==> config.mk <==
export PLATFORM = sky130hd
export DESIGN_NAME = rr_dispatcher_flat
export DESIGN_NICKNAME = d
export VERILOG_FILES = /design/src/rtl/rr_dispatcher_if.sv /design/src/rtl/rr_dispatcher.sv /design/src/flat_wrapper.sv
export SDC_FILE = /design/constraint.sdc
export NUM_CORES = 1
export LEC_CHECK = 0
export ABC_AREA = 1
export ABC_CLOCK_PERIOD_IN_PS = 2900
export CORE_MARGIN = 4
export CORE_UTILIZATION = 43
export DETAILED_ROUTE_END_ITERATION = 12
export GPL_TIMING_DRIVEN = 1
export PLACE_DENSITY = 0.84
export SYNTH_ARGS = -nofsm -noshare
export SYNTH_HDL_FRONTEND = slang
export SYNTH_SLANG_ARGS = --single-unit
==> constraint.sdc <==
create_clock -name clk -period 2.9 [get_ports clk]
set_input_delay 0.58 -clock clk [delete_from_list [all_inputs] [get_ports clk]]
set_output_delay 0.58 -clock clk [all_outputs]
set_load 0.01 [all_outputs]
==> src/rtl/rr_dispatcher_if.sv <==
// Flit stream bundle between one upstream source and the N-way dispatcher fan-out.
// slave is the dispatcher side; master is the side that drives flits in and readies back.
interface rr_dispatcher_if #(
  parameter int N_OF_OUTPUTS = 2,
  parameter int FLIT_WIDTH   = 34
);
  logic [FLIT_WIDTH-1:0]   flit_i;
  logic                    valid_i;
  logic                    tail_i;
  logic                    ready_o;
  logic [FLIT_WIDTH-1:0]   flit_o;
  logic [N_OF_OUTPUTS-1:0] valid_o;
  logic [N_OF_OUTPUTS-1:0] ready_i;
  logic                    locked_o;

  modport slave (
    input  flit_i, valid_i, tail_i, ready_i,
    output ready_o, flit_o, valid_o, locked_o
  );

  modport master (
    output flit_i, valid_i, tail_i, ready_i,
    input  ready_o, flit_o, valid_o, locked_o
  );
endinterface

==> src/rtl/rr_dispatcher.sv <==
// Round-robin 1-to-N flit dispatcher with packet locking and a single output register stage.
// state     | meaning
// ST_IDLE   | between packets; next accepted flit picks a target round-robin
// ST_LOCKED | mid-packet; every flit goes to lock_tgt_ff until the tail is accepted
module rr_dispatcher #(
  parameter int N_OF_OUTPUTS = 2,
  parameter int FLIT_WIDTH   = 34
) (
  input logic            clk,
  input logic            arst_n,
  rr_dispatcher_if.slave bus
);
  localparam int PTR_W = (N_OF_OUTPUTS > 1) ? $clog2(N_OF_OUTPUTS) : 1;
  localparam logic [PTR_W-1:0] LAST_IDX = PTR_W'(N_OF_OUTPUTS - 1);

  typedef enum logic {
    ST_IDLE   = 1'b0,
    ST_LOCKED = 1'b1
  } state_t;

  state_t                state_ff;
  state_t                state_nxt;
  logic                  vld_ff;
  logic [PTR_W-1:0]      tgt_ff;
  logic [FLIT_WIDTH-1:0] flit_ff;
  logic [PTR_W-1:0]      lock_tgt_ff;
  logic [PTR_W-1:0]      ptr_ff;

  logic [PTR_W-1:0]      sel_tgt;
  logic                  sel_found;
  logic [PTR_W-1:0]      scan_idx;
  logic [PTR_W-1:0]      target;
  logic                  in_xfer;
  logic                  out_xfer;

  assign out_xfer    = vld_ff && bus.ready_i[tgt_ff];
  assign bus.ready_o = !vld_ff || bus.ready_i[tgt_ff];
  assign in_xfer     = bus.valid_i && bus.ready_o;
  assign bus.flit_o  = flit_ff;

  // First ready port at or after ptr_ff; falls back to ptr_ff when nobody is ready.
  always_comb begin
    sel_tgt   = ptr_ff;
    sel_found = 1'b0;
    scan_idx  = '0;
    for (int i = 0; i < N_OF_OUTPUTS; i++) begin
      scan_idx = PTR_W'((int'(ptr_ff) + i) % N_OF_OUTPUTS);
      if (!sel_found && bus.ready_i[scan_idx]) begin
        sel_tgt   = scan_idx;
        sel_found = 1'b1;
      end
    end
  end

  always_ff @(posedge clk or negedge arst_n) begin
    if (!arst_n) state_ff <= ST_IDLE;
    else         state_ff <= state_nxt;
  end

  always_comb begin
    state_nxt    = state_ff;
    target       = sel_tgt;
    bus.locked_o = 1'b0;
    case (state_ff)
      ST_IDLE: begin
        if (in_xfer && !bus.tail_i) state_nxt = ST_LOCKED;
      end
      ST_LOCKED: begin
        target       = lock_tgt_ff;
        bus.locked_o = 1'b1;
        if (in_xfer && bus.tail_i) state_nxt = ST_IDLE;
      end
      default: state_nxt = ST_IDLE;
    endcase
  end

  always_comb begin
    bus.valid_o = '0;
    if (vld_ff) bus.valid_o[tgt_ff] = 1'b1;
  end

  // A simultaneous in/out transfer just overwrites the buffer, so there is no bubble.
  always_ff @(posedge clk or negedge arst_n) begin
    if (!arst_n) begin
      vld_ff      <= 1'b0;
      tgt_ff      <= '0;
      flit_ff     <= '0;
      lock_tgt_ff <= '0;
      ptr_ff      <= '0;
    end else begin
      if (in_xfer) begin
        flit_ff <= bus.flit_i;
        tgt_ff  <= target;
        vld_ff  <= 1'b1;
      end else if (out_xfer) begin
        vld_ff  <= 1'b0;
      end
      if (in_xfer && (state_ff == ST_IDLE) && !bus.tail_i)
        lock_tgt_ff <= target;
      if (in_xfer && bus.tail_i)
        ptr_ff <= (target == LAST_IDX) ? '0 : target + PTR_W'(1);
    end
  end
endmodule

==> src/flat_wrapper.sv <==
// flat-port wrapper written by rule: the top's interface ports become plain ports
module rr_dispatcher_flat 
#(
  parameter int N_OF_OUTPUTS = 2,
  parameter int FLIT_WIDTH   = 34
)
  (clk, arst_n, bus_flit_i, bus_valid_i, bus_tail_i, bus_ready_i, bus_ready_o, bus_flit_o, bus_valid_o, bus_locked_o);
  rr_dispatcher_if #(.N_OF_OUTPUTS(N_OF_OUTPUTS), .FLIT_WIDTH(FLIT_WIDTH)) bus_i ();
  input logic clk;
  input logic arst_n;
  input wire logic [$bits(bus_i.flit_i)-1:0] bus_flit_i;
  input wire logic [$bits(bus_i.valid_i)-1:0] bus_valid_i;
  input wire logic [$bits(bus_i.tail_i)-1:0] bus_tail_i;
  input wire logic [$bits(bus_i.ready_i)-1:0] bus_ready_i;
  output wire logic [$bits(bus_i.ready_o)-1:0] bus_ready_o;
  output wire logic [$bits(bus_i.flit_o)-1:0] bus_flit_o;
  output wire logic [$bits(bus_i.valid_o)-1:0] bus_valid_o;
  output wire logic [$bits(bus_i.locked_o)-1:0] bus_locked_o;
  assign bus_i.flit_i = bus_flit_i;
  assign bus_i.valid_i = bus_valid_i;
  assign bus_i.tail_i = bus_tail_i;
  assign bus_i.ready_i = bus_ready_i;
  assign bus_ready_o = bus_i.ready_o;
  assign bus_flit_o = bus_i.flit_o;
  assign bus_valid_o = bus_i.valid_o;
  assign bus_locked_o = bus_i.locked_o;
  rr_dispatcher #(.N_OF_OUTPUTS(N_OF_OUTPUTS), .FLIT_WIDTH(FLIT_WIDTH)) u_core (.clk(clk), .arst_n(arst_n), .bus(bus_i));
endmodule
After elaboration in Yosys (flattened, before gate mapping)
Index checks and enable logic that the tools add are counted.
{"block": "classes", "n_addsub": 2, "n_mul": 0, "div": 0, "order_cmp": 4, "eq_ne": 0, "n_shift": 0, "n_mux": 19, "n_bitwise": 1, "reduce_logical": 13}
{"cell": "$mux W1", "n": 16}
{"cell": "$logic_and A1 B1 Y1", "n": 8}
{"cell": "$lt A1 B2 Y1 const B", "n": 3}
{"cell": "$logic_not A1 Y1", "n": 3}
{"cell": "$add A1 B1 Y1 const B", "n": 2}
{"cell": "$mux W2", "n": 1}
{"cell": "$pmux W1 S2", "n": 1}
{"cell": "$reduce_bool A2 Y1", "n": 1}
{"cell": "$demux W1 S1", "n": 1}
{"cell": "$ge A1 B1 Y1 const B", "n": 1}
{"cell": "$logic_or A1 B1 Y1", "n": 1}
{"cell": "$not A1 Y1", "n": 1}
{"block": "totals", "reg_bits": 39, "latch_bits": 0, "ram_bits": 0, "mem_bits_ro": 0, "inputBits": 40, "output_inout_bits": 38, "word_cells": 45, "mem_count": 0}

Depth between registers and ports, before layout
Gate-level depths: netlist of the first run.
{"block": "depth", "word_depth": 9, "depth_mapped": 7, "ltp_nobuf": 7}

Worst setup path after synthesis of the first run
No wires, ideal clock.
{"block": "synth_timing", "path_type": "in2out", "startpoint": "input port bus_ready_i[1]", "endpoint": "output port bus_ready_o", "arrival_ns": 0.782, "required_time_ns": 2.320, "setup_slack_ns": 1.538, "cell_stages": 2, "n_path_buf": 0, "path_cell_list": "nand2_1 > nand3_1"}
{"block": "synth_via", "elab_chain_cells": 3}
{"element": "start, declared", "line_no": "flat_wrapper.sv:14", "source": "input wire logic [$bits(bus_i.ready_i)-1:0] bus_ready_i;"}
{"element": "$mux W1 (implied by the code) (2 in a row)", "line_no": "rr_dispatcher.sv:37", "source": "assign bus.ready_o = !vld_ff || bus.ready_i[tgt_ff];"}
{"element": "$logic_or A1 B1 Y1", "line_no": "rr_dispatcher.sv:37"}
{"element": "end, declared", "line_no": "flat_wrapper.sv:15", "source": "output wire logic [$bits(bus_i.ready_o)-1:0] bus_ready_o;"}
No other way between the ends. The select of a mux whose other input is x is not followed.

Worst setup path in the final report of the first run
Ends and elaborated chain as after synthesis.

==> run_summary.xml, run 1 <==
<?xml version="1.0" encoding="UTF-8"?>
<metrics>
  <group name="synthesis">
    <metric name="synthesis.area" unit="sq um">1613</metric>
    <metric name="syn-mean-instance-area" unit="sq um">8.579</metric>
    <metric name="ys_dominant_reg_cell" unit="">dfrtp_1</metric>
    <metric name="distinct_cell_type_count_after_synthesis" unit="">11</metric>
    <metric name="share_of_synthesized_registers_carrying_an_async_set_or_reset" unit="%">100.0</metric>
    <metric name="synthesis.yosys.warnings" unit="">0</metric>
    <metric name="number_of_flip_flops_and_latches_in_the_synthesized_netlist" unit="">39</metric>
    <metric name="postSynthCellCount" unit="">188</metric>
    <metric name="synth.largest_area_cell" unit="">dfrtp_1</metric>
    <metric name="post_synth_edffs" unit="">0</metric>
    <metric name="synth_commonest_cells" unit="">nand2_1, dfrtp_1, inv_1, buf_6</metric>
    <metric name="syn-num-nets" unit="">228</metric>
    <metric name="dominant_cells_by_area_after_synthesis" unit="">dfrtp_1, nand2_1, buf_6</metric>
    <metric name="synth_most_common_cell" unit="">nand2_1</metric>
    <metric name="ys_seq_area_share" unit="%">60.51</metric>
    <metric name="yosysTopAreaCellShare" unit="%">60.51</metric>
  </group>
  <group name="sta">
    <metric name="fin_worst_skew" unit="ns">0.005835</metric>
    <metric name="max_slew.worst_pin.slew" unit="ns">0.8327</metric>
    <metric name="hold_slack" unit="ns">0.3977</metric>
    <metric name="setup_viol" unit="">0</metric>
    <metric name="hold_vio_cnt_final" unit="">0</metric>
    <metric name="finalCritPeriodShare" unit="%">83.82</metric>
    <metric name="rsz0062_at_grt" unit="">no</metric>
    <metric name="maxSlewViolCount" unit="">0</metric>
    <metric name="finalWorstPathRequiredPeriod" unit="ns">2.431</metric>
    <metric name="tns" unit="ns">0</metric>
    <metric name="max-slew-margin-rel" unit="%">44.48</metric>
    <metric name="fmax" unit="GHz">0.4114</metric>
  </group>
  <group name="floorplan">
    <metric name="die_height" unit="microns">69.24</metric>
    <metric name="rows" unit="">21</metric>
    <metric name="die-area" unit="sq um">4794</metric>
    <metric name="die_w" unit="microns">69.24</metric>
    <metric name="number_of_primary_i_o_pins" unit="">78</metric>
    <metric name="floorplan.initialDensity" unit="%">46.50</metric>
    <metric name="core_area" unit="sq um">3468</metric>
  </group>
  <group name="clock_tree">
    <metric name="path_clk_slew" unit="ns">0.07</metric>
    <metric name="clk_latency" unit="ns">0.28</metric>
    <metric name="clock_path_buffers" unit="">2</metric>
    <metric name="cts_resized" unit="">0</metric>
    <metric name="cts-root-buf" unit="">clkbuf_8</metric>
    <metric name="cts_num_sinks" unit="">39</metric>
    <metric name="cts_htree_levels" unit="">2</metric>
    <metric name="post_cts.repair.setup_buffers" unit="">0</metric>
    <metric name="cts-buffers-inserted" unit="">5</metric>
    <metric name="hold_buffers" unit="">0</metric>
    <metric name="cts_tree" unit="">built</metric>
  </group>
  <group name="worst_setup_path">
    <metric name="timing.critical_path.slowest_cell_delay" unit="ns">0.57</metric>
    <metric name="r2r_start" unit="">u_core.tgt_ff$_DFFE_PN0P_</metric>
    <metric name="reg2regPathDepth" unit="">6</metric>
    <metric name="critPathMostFrequentCell" unit="">clkdlybuf4s50_1</metric>
    <metric name="startpoint_type" unit="">input port</metric>
    <metric name="worstPathMaxFanout" unit="">4</metric>
    <metric name="path_cells" unit="">clkdlybuf4s50_1 &gt; nand2_1 &gt; nand3_1 &gt; clkdlybuf4s50_1</metric>
    <metric name="path_class" unit="">in2out</metric>
    <metric name="timing.critical_path.arrival" unit="ns">1.85</metric>
    <metric name="critPathLaunch" unit="">bus_ready_i[1]</metric>
    <metric name="crit-reg2reg-capture" unit="">u_core.bus.flit_o[24]$_DFFE_PN0P_</metric>
    <metric name="cp_slowest_cell" unit="">clkdlybuf4s50_1</metric>
    <metric name="required" unit="ns">2.32</metric>
    <metric name="worst-r2r-setup-slack" unit="ns">1.48</metric>
    <metric name="endpoint_kind" unit="">output pin</metric>
  </group>
  <group name="power_and_ir_drop">
    <metric name="netSwitchingPower" unit="uW">770.3</metric>
    <metric name="total_leakage_power" unit="uW">0.001254</metric>
    <metric name="p_sw_share" unit="%">33.60</metric>
    <metric name="power_frac_comb" unit="%">43.7</metric>
    <metric name="pwr_density_cell" unit="nW/um^2">930.2</metric>
    <metric name="clockPowerShare" unit="%">16.8</metric>
    <metric name="peakVddDrop" unit="mV">0.5073</metric>
    <metric name="report.power.total" unit="uW">2293</metric>
    <metric name="internal-power" unit="uW">1522</metric>
    <metric name="power.share.sequential" unit="%">39.4</metric>
  </group>
  <group name="placement">
    <metric name="place_hpwl" unit="mm">2.690</metric>
    <metric name="io_buffers" unit="">77</metric>
    <metric name="numPlacedInstances" unit="">305</metric>
    <metric name="rd_place_congestion" unit="">0.7995</metric>
  </group>
  <group name="status">
    <metric name="run_status" unit="">completed</metric>
  </group>
  <group name="routing">
    <metric name="routed_via_density" unit="">4.562</metric>
    <metric name="drt-wirelength-per-cell" unit="microns">12.05</metric>
    <metric name="detailedRoute.firstPassIterationCount" unit="">4</metric>
    <metric name="vias" unit="">1428</metric>
    <metric name="route.detailed.drc" unit="">0</metric>
    <metric name="postRouteWirelength" unit="mm">3.773</metric>
    <metric name="1st_iter_drt_viols" unit="">97</metric>
    <metric name="number_of_antenna_violating_nets_in_the_routed_design" unit="">0</metric>
  </group>
  <group name="final_layout">
    <metric name="area.growth.synth_to_final" unit="%">52.83</metric>
    <metric name="post_route_cells_drive_above_1_share" unit="%">4.869</metric>
    <metric name="antenna_cells" unit="">0</metric>
    <metric name="final_cells" unit="">313</metric>
    <metric name="layout.nets" unit="">306</metric>
  </group>
  <group name="global_routing">
    <metric name="grtUsageTotal" unit="%">16.67</metric>
    <metric name="grt_start_max_net_pins" unit="">40</metric>
    <metric name="grt_antenna_before_repair" unit="">0</metric>
    <metric name="vias_in_the_first_global_route" unit="">1462</metric>
    <metric name="first_pass_grt_wire_length" unit="mm">6.520</metric>
    <metric name="grt_overflow_total" unit="">0</metric>
  </group>
  <group name="job">
    <metric name="maxCapViolCount" unit="">0</metric>
  </group>
  <group name="min_path">
    <metric name="timing.hold.worst.class" unit="">in2async</metric>
  </group>
</metrics>
[critical path, delay by kind of cell]
kind,cells,cell delay (ns)
simple gates,2,0.21
buf+inv,2,1.07
[worst max-delay path by stage]
| stage | cells after the start | slack [ns] | endpoint |
|---|---|---|---|
| floorplan | 2 | 1.54 | bus_ready_o |
| global placement | 4 | 0.49 | bus_ready_o |
| CTS | 4 | 0.47 | bus_ready_o |
| detailed placement | 4 | 0.47 | bus_ready_o |
| finish | 4 | 0.47 | bus_ready_o |
| global route | 4 | 0.38 | bus_ready_o |
[area by class of cell]
class	count	area (sq um)
tap	46	57.56
fill	282	1003
sequential	39	975.9
inverter	9	33.78
clock buffer	8	100.1
multi-input combinational	133	524.3
timing repair buffer	78	773.2
[metal layers]
layer,vias to the layer above,track usage [%],wire length (microns)
li1,713,-,-
met1,651,19.96,1642
met2,55,27.65,1753
met3,9,6.232,316
met4,0,5.423,60
met5,-,0,0
[state kept, by name, summed over array words and instances, names as in the netlist, named ones only]
register            flops
u_core.bus.flit_o      34
u_core.lock_tgt_ff      1
u_core.ptr_ff           1
u_core.tgt_ff           1
u_core.vld_ff           1
[per-stage QoR]
step | setup WS (ns) | instance area (sq um) | util [%]
after global placement | 0.4905 | 2365 | 68.18
after floorplan | 1.538 | 1613 | -
after CTS | 0.4718 | 2465 | 71.07
after global routing | 0.3786 | 2465 | 71.07
after detailed placement | 0.4672 | 2365 | 68.18
final | 0.4693 | 2465 | 71.07
[power groups by stage]
stage	sequential, uW	combinational, uW	clock, uW
after floorplan	996	378	0
after global placement	908	995	0
after detailed placement	909	1020	0
after CTS	904	1020	400
after global routing	933	1100	423
final	904	1000	386
[cells by family after synthesis]
logic type | count (synthesis) | share of synthesized area, %
and+or+nand+nor | 131 | 31.73
DFF | 39 | 60.51
buffers and inverters | 16 | 6.982
AOI/OAI and AO/OA | 2 | 0.7757
[placed cells by master (no fill, tap or decap)]
master / count
nor2_2: 1
inv_1: 8
clkbuf_1: 1
buf_2: 1
nand2_1: 120
a21oi_1: 1
nand3_1: 4
clkbuf_8: 7
nor2_1: 4
clkdlybuf4s50_1: 76
dfrtp_1: 39
buf_4: 1
a21boi_0: 1
nand3_2: 2
inv_2: 1
(Power assumes the default switching activity.)
==> inputs of run 2 (changes only) <==
--- a/config.mk
+++ b/config.mk
@@ -6,12 +6,12 @@
 export NUM_CORES = 1
 export LEC_CHECK = 0
 export ABC_AREA = 1
-export ABC_CLOCK_PERIOD_IN_PS = 2900
+export ABC_CLOCK_PERIOD_IN_PS = 2300
 export CORE_MARGIN = 4
-export CORE_UTILIZATION = 43
+export CORE_UTILIZATION = 40
 export DETAILED_ROUTE_END_ITERATION = 12
 export GPL_TIMING_DRIVEN = 1
-export PLACE_DENSITY = 0.84
+export PLACE_DENSITY = 0.79
 export SYNTH_ARGS = -nofsm -noshare
 export SYNTH_HDL_FRONTEND = slang
 export SYNTH_SLANG_ARGS = --single-unit
==> constraint.sdc (replaced) <==
create_clock -name clk -period 2.3 [get_ports clk]
set_input_delay 0.46 -clock clk [delete_from_list [all_inputs] [get_ports clk]]
set_output_delay 0.46 -clock clk [all_outputs]
set_load 0.01 [all_outputs]
==> run 2 against run 1 <==
- utilization down 5.4 points
- clock power increased by 8.0%
- clock-buffer cell count fell by 1
- sequential cell count is the same
- critical path depth unchanged
- critical path type unchanged
- largest cell class unchanged
- largest power group unchanged
==> run_summary.xml, run 2 (synthesized netlist as in run 1, its figures left out) <==
<?xml version="1.0" encoding="UTF-8"?>
<metrics>
  <group name="status">
    <metric name="run_status" unit="">completed</metric>
  </group>
  <group name="power_and_ir_drop">
    <metric name="peakVddDrop" unit="mV">0.5977</metric>
    <metric name="pwr_density_cell" unit="nW/um^2">1145</metric>
    <metric name="total_leakage_power" unit="uW">0.001258</metric>
  </group>
  <group name="clock_tree">
    <metric name="clock_path_buffers" unit="">2</metric>
    <metric name="hold_buffers" unit="">0</metric>
    <metric name="cts_htree_levels" unit="">2</metric>
    <metric name="path_clk_slew" unit="ns">0.07</metric>
    <metric name="cts_num_sinks" unit="">39</metric>
    <metric name="cts_tree" unit="">built</metric>
    <metric name="post_cts.repair.setup_buffers" unit="">0</metric>
    <metric name="clk_latency" unit="ns">0.27</metric>
    <metric name="cts-buffers-inserted" unit="">5</metric>
    <metric name="cts_resized" unit="">0</metric>
    <metric name="cts-root-buf" unit="">clkbuf_8</metric>
  </group>
  <group name="global_routing">
    <metric name="grt_overflow_total" unit="">0</metric>
    <metric name="grt_use_met3" unit="%">6.452</metric>
    <metric name="first_pass_grt_wire_length" unit="mm">6.009</metric>
    <metric name="grt_antenna_before_repair" unit="">0</metric>
    <metric name="top_usage_layer" unit="">met2</metric>
    <metric name="grtUsageTotal" unit="%">14.73</metric>
    <metric name="grt_start_max_net_pins" unit="">40</metric>
    <metric name="global_route.usage.met2" unit="%">23.67</metric>
    <metric name="vias_in_the_first_global_route" unit="">1416</metric>
    <metric name="globalRouteMet1Util" unit="%">18.21</metric>
  </group>
  <group name="routing">
    <metric name="detailedRoute.firstPassIterationCount" unit="">4</metric>
    <metric name="postRouteWirelength" unit="mm">3.594</metric>
    <metric name="drt-wirelength-per-cell" unit="microns">11.34</metric>
    <metric name="1st_iter_drt_viols" unit="">57</metric>
    <metric name="number_of_antenna_violating_nets_in_the_routed_design" unit="">0</metric>
    <metric name="routed_via_density" unit="">4.429</metric>
    <metric name="vias" unit="">1404</metric>
    <metric name="route.detailed.drc" unit="">0</metric>
  </group>
  <group name="final_layout">
    <metric name="final_cells" unit="">317</metric>
    <metric name="area.growth.synth_to_final" unit="%">53.53</metric>
    <metric name="final_cell_mix" unit="">nand2_1, clkdlybuf4s50_1, dfrtp_1</metric>
    <metric name="layout.nets" unit="">308</metric>
    <metric name="max_ffs_per_register" unit="">34</metric>
    <metric name="antenna_cells" unit="">0</metric>
    <metric name="final_common_cell" unit="">nand2_1</metric>
    <metric name="post_route_cells_drive_above_1_share" unit="%">5.204</metric>
    <metric name="final_core_util" unit="%">65.66</metric>
  </group>
  <group name="worst_setup_path">
    <metric name="required" unit="ns">1.84</metric>
    <metric name="worstPathMaxFanout" unit="">4</metric>
    <metric name="endpoint_kind" unit="">output pin</metric>
    <metric name="path_class" unit="">in2out</metric>
    <metric name="startpoint_type" unit="">input port</metric>
    <metric name="reg2regPathDepth" unit="">7</metric>
    <metric name="timing.critical_path.arrival" unit="ns">1.73</metric>
  </group>
  <group name="placement">
    <metric name="numPlacedInstances" unit="">309</metric>
    <metric name="rd_place_congestion" unit="">0.7673</metric>
    <metric name="io_buffers" unit="">77</metric>
    <metric name="place_hpwl" unit="mm">2.654</metric>
  </group>
  <group name="sta">
    <metric name="maxSlewViolCount" unit="">0</metric>
    <metric name="finalWorstPathRequiredPeriod" unit="ns">2.185</metric>
    <metric name="max_slew.worst_pin.slew" unit="ns">0.8217</metric>
    <metric name="max-slew-margin-rel" unit="%">45.22</metric>
    <metric name="rsz0062_at_grt" unit="">no</metric>
    <metric name="fmax" unit="GHz">0.4577</metric>
    <metric name="fin_worst_skew" unit="ns">0.004980</metric>
    <metric name="hold_vio_cnt_final" unit="">0</metric>
    <metric name="tns" unit="ns">0</metric>
    <metric name="setup_viol" unit="">0</metric>
    <metric name="finalCritPeriodShare" unit="%">95.00</metric>
  </group>
  <group name="floorplan">
    <metric name="core_area" unit="sq um">3771</metric>
    <metric name="die_height" unit="microns">71.50</metric>
    <metric name="die-area" unit="sq um">5112</metric>
    <metric name="die_w" unit="microns">71.50</metric>
    <metric name="rows" unit="">22</metric>
    <metric name="number_of_primary_i_o_pins" unit="">78</metric>
    <metric name="floorplan.initialDensity" unit="%">42.77</metric>
  </group>
  <group name="job">
    <metric name="maxCapViolCount" unit="">0</metric>
  </group>
  <group name="min_path">
    <metric name="timing.hold.worst.class" unit="">in2async</metric>
  </group>
</metrics>
==> run 2: changes by cell type in the layout (fill, tap and decap cells not counted), sizes merged <==
cell / delta
clkinv: +1
clkbuf: -1
buf: +2
==> run 2: critical path, cell delays in order <==
cell	delay, ns
clkdlybuf4s50_1	0.50
nand2_1	0.07
nand3_1	0.14
clkdlybuf4s50_1	0.56
==> run 2: area by class of cell <==
type	count	area, sq um
clock buffer	7	76.32
tap	48	60.06
sequential	39	975.9
inverter	9	33.78
clock inverter	1	5.005
timing repair buffer	80	800.8
fill	329	1295
multi-input combinational	133	524.3
==> run 2: path summary, 6_finish.rpt <==
check,to,slack (ns),from
setup reg to reg,flop,0.95,u_core.tgt_ff$_DFFE_PN0P_
max in group asynchronous,u_core.bus.flit_o[11]$_DFFE_PN0P_,1.50,arst_n
hold reg to reg,u_core.bus.flit_o[11]$_DFFE_PN0P_,0.48,u_core.bus.flit_o[11]$_DFFE_PN0P_
hold / removal,u_core.vld_ff$_DFFE_PN0P_,0.28,arst_n
min in group clk,u_core.bus.flit_o[11]$_DFFE_PN0P_,0.48,u_core.bus.flit_o[11]$_DFFE_PN0P_
setup / recovery,bus_ready_o,0.11,bus_ready_i[0]
==> run 2: layer usage <==
layer	up-vias	share of wire, %	routed length, microns
li1	721	-	-
met1	633	45	1615
met2	48	45	1634
met3	2	9.0	325
met4	0	0.53	19
met5	-	0	0
==> run 2: per-stage QoR <==
| stage | hold WS (ns) | area, sq um | total power, uW | worst slack, ns |
|---|---|---|---|---|
| 2_1_floorplan | 0.1644 | 1613 | 1733 | 1.160 |
| 3_3_place_gp | 0.4605 | 2395 | 2427 | 0.1302 |
| 3_5_place_dp | 0.4652 | 2395 | 2449 | 0.1200 |
| 4_1_cts | 0.3102 | 2476 | 2879 | 0.1179 |
| 5_1_grt | 0.3481 | 2476 | 3060 | 0.05003 |
| 6_report | 0.2811 | 2476 | 2834 | 0.1149 |
==> run 2: where the power goes <==
part	switching [uW]	internal (uW)	total (uW)
registers	167	968	1140
clock network	204	212	417
logic	579	703	1280
total	951	1880	2830
==> inputs of run 3 (changes only) <==
--- a/config.mk
+++ b/config.mk
@@ -5,13 +5,12 @@
 export SDC_FILE = /design/constraint.sdc
 export NUM_CORES = 1
 export LEC_CHECK = 0
-export ABC_AREA = 1
 export ABC_CLOCK_PERIOD_IN_PS = 2300
 export CORE_MARGIN = 4
-export CORE_UTILIZATION = 40
+export CORE_UTILIZATION = 41
 export DETAILED_ROUTE_END_ITERATION = 12
 export GPL_TIMING_DRIVEN = 1
-export PLACE_DENSITY = 0.79
+export PLACE_DENSITY = 0.8
 export SYNTH_ARGS = -nofsm -noshare
 export SYNTH_HDL_FRONTEND = slang
 export SYNTH_SLANG_ARGS = --single-unit
==> run 3 against run 2 <==
- via count shrank 24%
- fmax shrank 0.98%
- synthesized area grew 3.7%
- largest power group unchanged
==> run_summary.xml, run 3 <==
<?xml version="1.0" encoding="UTF-8"?>
<metrics>
  <group name="status">
    <metric name="run_status" unit="">completed</metric>
  </group>
  <group name="final_layout">
    <metric name="antenna_cells" unit="">0</metric>
    <metric name="area.growth.synth_to_final" unit="%">53.93</metric>
    <metric name="final_common_cell" unit="">clkdlybuf4s50_1</metric>
    <metric name="final_core_util" unit="%">67.79</metric>
    <metric name="max_ffs_per_register" unit="">34</metric>
    <metric name="post_route_cells_drive_above_1_share" unit="%">27.68</metric>
    <metric name="final_cell_mix" unit="">clkdlybuf4s50_1, dfrtp_1, mux2_4</metric>
    <metric name="final_cells" unit="">225</metric>
    <metric name="layout.nets" unit="">216</metric>
  </group>
  <group name="synthesis">
    <metric name="syn-num-nets" unit="">134</metric>
    <metric name="ys_seq_area_share" unit="%">58.34</metric>
    <metric name="postSynthCellCount" unit="">94</metric>
    <metric name="number_of_flip_flops_and_latches_in_the_synthesized_netlist" unit="">39</metric>
    <metric name="combinational_family_with_the_most_area_after_synthesis" unit="">multiplexers</metric>
    <metric name="synth_commonest_cells" unit="">dfrtp_1, mux2_4, buf_6, nand2_1</metric>
    <metric name="synth_most_common_cell" unit="">dfrtp_1</metric>
    <metric name="synthesis.yosys.warnings" unit="">0</metric>
    <metric name="synth.largest_area_cell" unit="">dfrtp_1</metric>
    <metric name="synth_xor_xnor_area_share" unit="%">0</metric>
    <metric name="synthSimpleGateAreaFrac" unit="%">2.319</metric>
    <metric name="ys_dominant_reg_cell" unit="">dfrtp_1</metric>
    <metric name="syn-mean-instance-area" unit="sq um">17.80</metric>
    <metric name="synth_mux_area_share" unit="%">32.39</metric>
    <metric name="post_synth_edffs" unit="">0</metric>
    <metric name="dominant_cells_by_area_after_synthesis" unit="">dfrtp_1, mux2_4, buf_6</metric>
    <metric name="synth-compound-area-share" unit="%">3.441</metric>
    <metric name="yosysTopAreaCellShare" unit="%">58.34</metric>
    <metric name="yosys.area_share.adder" unit="%">0.5984</metric>
    <metric name="synthesis.area" unit="sq um">1673</metric>
    <metric name="share_of_synthesized_registers_carrying_an_async_set_or_reset" unit="%">100.0</metric>
    <metric name="distinct_cell_type_count_after_synthesis" unit="">16</metric>
  </group>
  <group name="job">
    <metric name="maxCapViolCount" unit="">0</metric>
  </group>
  <group name="worst_setup_path">
    <metric name="reg2regPathDepth" unit="">4</metric>
    <metric name="critical_path.top_delay_family" unit="">buffers and inverters</metric>
    <metric name="crit-reg2reg-capture" unit="">u_core.bus.flit_o[14]$_DFFE_PN0P_</metric>
    <metric name="endpoint_kind" unit="">output pin</metric>
    <metric name="timing.critical_path.arrival" unit="ns">1.75</metric>
    <metric name="cp_slowest_cell" unit="">clkdlybuf4s50_1</metric>
    <metric name="critPathMostFrequentCell" unit="">clkdlybuf4s50_1</metric>
    <metric name="path_buf_inv" unit="">2</metric>
    <metric name="timing.critical_path.slowest_cell_delay" unit="ns">0.56</metric>
    <metric name="worst-r2r-setup-slack" unit="ns">0.66</metric>
    <metric name="path_cells" unit="">clkdlybuf4s50_1 &gt; mux2i_1 &gt; nand2_1 &gt; clkdlybuf4s50_1</metric>
    <metric name="r2r_start" unit="">u_core.tgt_ff$_DFFE_PN0P_</metric>
    <metric name="path_class" unit="">in2out</metric>
    <metric name="startpoint_type" unit="">input port</metric>
    <metric name="required" unit="ns">1.84</metric>
    <metric name="worstPathMaxFanout" unit="">3</metric>
  </group>
  <group name="routing">
    <metric name="vias" unit="">1068</metric>
    <metric name="detailedRoute.firstPassIterationCount" unit="">2</metric>
    <metric name="routed_via_density" unit="">4.747</metric>
    <metric name="number_of_antenna_violating_nets_in_the_routed_design" unit="">0</metric>
    <metric name="route.detailed.drc" unit="">0</metric>
    <metric name="postRouteWirelength" unit="mm">3.541</metric>
    <metric name="drt-wirelength-per-cell" unit="microns">15.74</metric>
    <metric name="1st_iter_drt_viols" unit="">26</metric>
  </group>
  <group name="power_and_ir_drop">
    <metric name="internal-power" unit="uW">1878</metric>
    <metric name="total_leakage_power" unit="uW">0.001170</metric>
    <metric name="peakVddDrop" unit="mV">0.5231</metric>
    <metric name="pwr_density_cell" unit="nW/um^2">1012</metric>
    <metric name="power.share.sequential" unit="%">40.4</metric>
    <metric name="power_frac_comb" unit="%">43.3</metric>
    <metric name="netSwitchingPower" unit="uW">728.7</metric>
    <metric name="clockPowerShare" unit="%">16.4</metric>
    <metric name="p_sw_share" unit="%">27.96</metric>
  </group>
  <group name="clock_tree">
    <metric name="path_clk_slew" unit="ns">0.07</metric>
    <metric name="cts_tree" unit="">built</metric>
    <metric name="clock_path_buffers" unit="">2</metric>
    <metric name="cts-buffers-inserted" unit="">5</metric>
    <metric name="clk_latency" unit="ns">0.28</metric>
    <metric name="cts_num_sinks" unit="">39</metric>
    <metric name="cts_resized" unit="">0</metric>
    <metric name="cts-root-buf" unit="">clkbuf_8</metric>
    <metric name="cts_htree_levels" unit="">2</metric>
    <metric name="post_cts.repair.setup_buffers" unit="">0</metric>
    <metric name="hold_buffers" unit="">0</metric>
  </group>
  <group name="sta">
    <metric name="maxSlewViolCount" unit="">0</metric>
    <metric name="finalWorstPathRequiredPeriod" unit="ns">2.207</metric>
    <metric name="finalCritPeriodShare" unit="%">95.94</metric>
    <metric name="max-slew-margin-rel" unit="%">45.12</metric>
    <metric name="rsz0062_at_grt" unit="">no</metric>
    <metric name="setup_viol" unit="">0</metric>
    <metric name="max_slew.worst_pin.slew" unit="ns">0.8231</metric>
    <metric name="fmax" unit="GHz">0.4532</metric>
    <metric name="tns" unit="ns">0</metric>
    <metric name="hold_vio_cnt_final" unit="">0</metric>
    <metric name="fin_worst_skew" unit="ns">0.005005</metric>
  </group>
  <group name="floorplan">
    <metric name="die_w" unit="microns">71.88</metric>
    <metric name="floorplan.initialDensity" unit="%">44.04</metric>
    <metric name="die_height" unit="microns">71.88</metric>
    <metric name="number_of_primary_i_o_pins" unit="">78</metric>
    <metric name="die-area" unit="sq um">5166</metric>
    <metric name="rows" unit="">22</metric>
    <metric name="core_area" unit="sq um">3799</metric>
  </group>
  <group name="global_routing">
    <metric name="first_pass_grt_wire_length" unit="mm">5.768</metric>
    <metric name="grt_overflow_total" unit="">0</metric>
    <metric name="vias_in_the_first_global_route" unit="">1196</metric>
    <metric name="grt_antenna_before_repair" unit="">0</metric>
    <metric name="grtUsageTotal" unit="%">14.74</metric>
    <metric name="grt_start_max_net_pins" unit="">40</metric>
  </group>
  <group name="placement">
    <metric name="numPlacedInstances" unit="">217</metric>
    <metric name="rd_place_congestion" unit="">0.7648</metric>
    <metric name="place_hpwl" unit="mm">2.679</metric>
    <metric name="io_buffers" unit="">77</metric>
  </group>
  <group name="min_path">
    <metric name="timing.hold.worst.class" unit="">in2async</metric>
  </group>
</metrics>
-- run 3: worst register-to-register path, cell delays in order (launching register included) --
cell     delay (ns)
dfrtp_1        0.39
mux2i_1        0.25
a21bo_2        0.33
buf_12         0.23
mux2_4         0.33
-- run 3: kinds of logic (layout without fill, tap and decap cells) --
kind of cell,Yosys count,after routing
buffers and inverters,5,88
AND/OR/NAND/NOR,7,7
flip-flops,39,39
multiplexers,37,37
AO/OA/AOI/OAI,5,5
adder cells (fa/ha/maj),1,1
-- run 3: layer usage --
metal	global-route usage, %	part of all wire (%)	up-vias
met4	5.219	1.5	0
met2	23.78	48	60
met1	17.31	41	515
li1	-	-	487
met5	0	0	-
met3	6.732	9.4	6
-- run 3: how the worst max path moves through the flow --
stage,endpoint,depth (start not counted),start,slack (ns)
after floorplan,u_core.bus.flit_o[0]$_DFFE_PN0P_,4,bus_ready_i[1],0.88
after global placement,bus_ready_o,4,bus_ready_i[1],0.17
after detailed placement,bus_ready_o,4,bus_ready_i[1],0.1
after CTS,bus_ready_o,4,bus_ready_i[1],0.09
after global routing,bus_ready_o,4,bus_ready_i[1],0.04
final,bus_ready_o,4,bus_ready_i[1],0.09
-- run 3: cell type report --
type / count / area, sq um
Clock inverter: 1 / 5.005
Sequential cell: 39 / 975.9
Clock buffer: 7 / 76.32
Inverter: 1 / 3.754
Multi-Input combinational cell: 50 / 648.1
Tap cell: 48 / 60.06
Timing Repair Buffer: 79 / 805.8
Fill cell: 261 / 1224
-- run 3: power by group through the flow --
stage	clock, uW	combinational (uW)	sequential, uW
6_report	427	1130	1050
5_1_grt	469	1190	1080
4_1_cts	442	1150	1050
3_5_place_dp	0	1140	1060
3_3_place_gp	0	1120	1050
2_1_floorplan	0	479	1130
-- run 3: through the flow --
step | instance area, sq um | total power [uW] | setup WS [ns] | hold WS [ns]
detailed placement | 2494 | 2200 | 0.09638 | 0.4909
global placement | 2494 | 2169 | 0.1692 | 0.4908
floorplan | 1673 | 1612 | 0.8805 | 0.1644
CTS | 2575 | 2642 | 0.08942 | 0.3007
global route | 2575 | 2741 | 0.03700 | 0.3355
finish | 2575 | 2606 | 0.09332 | 0.2708
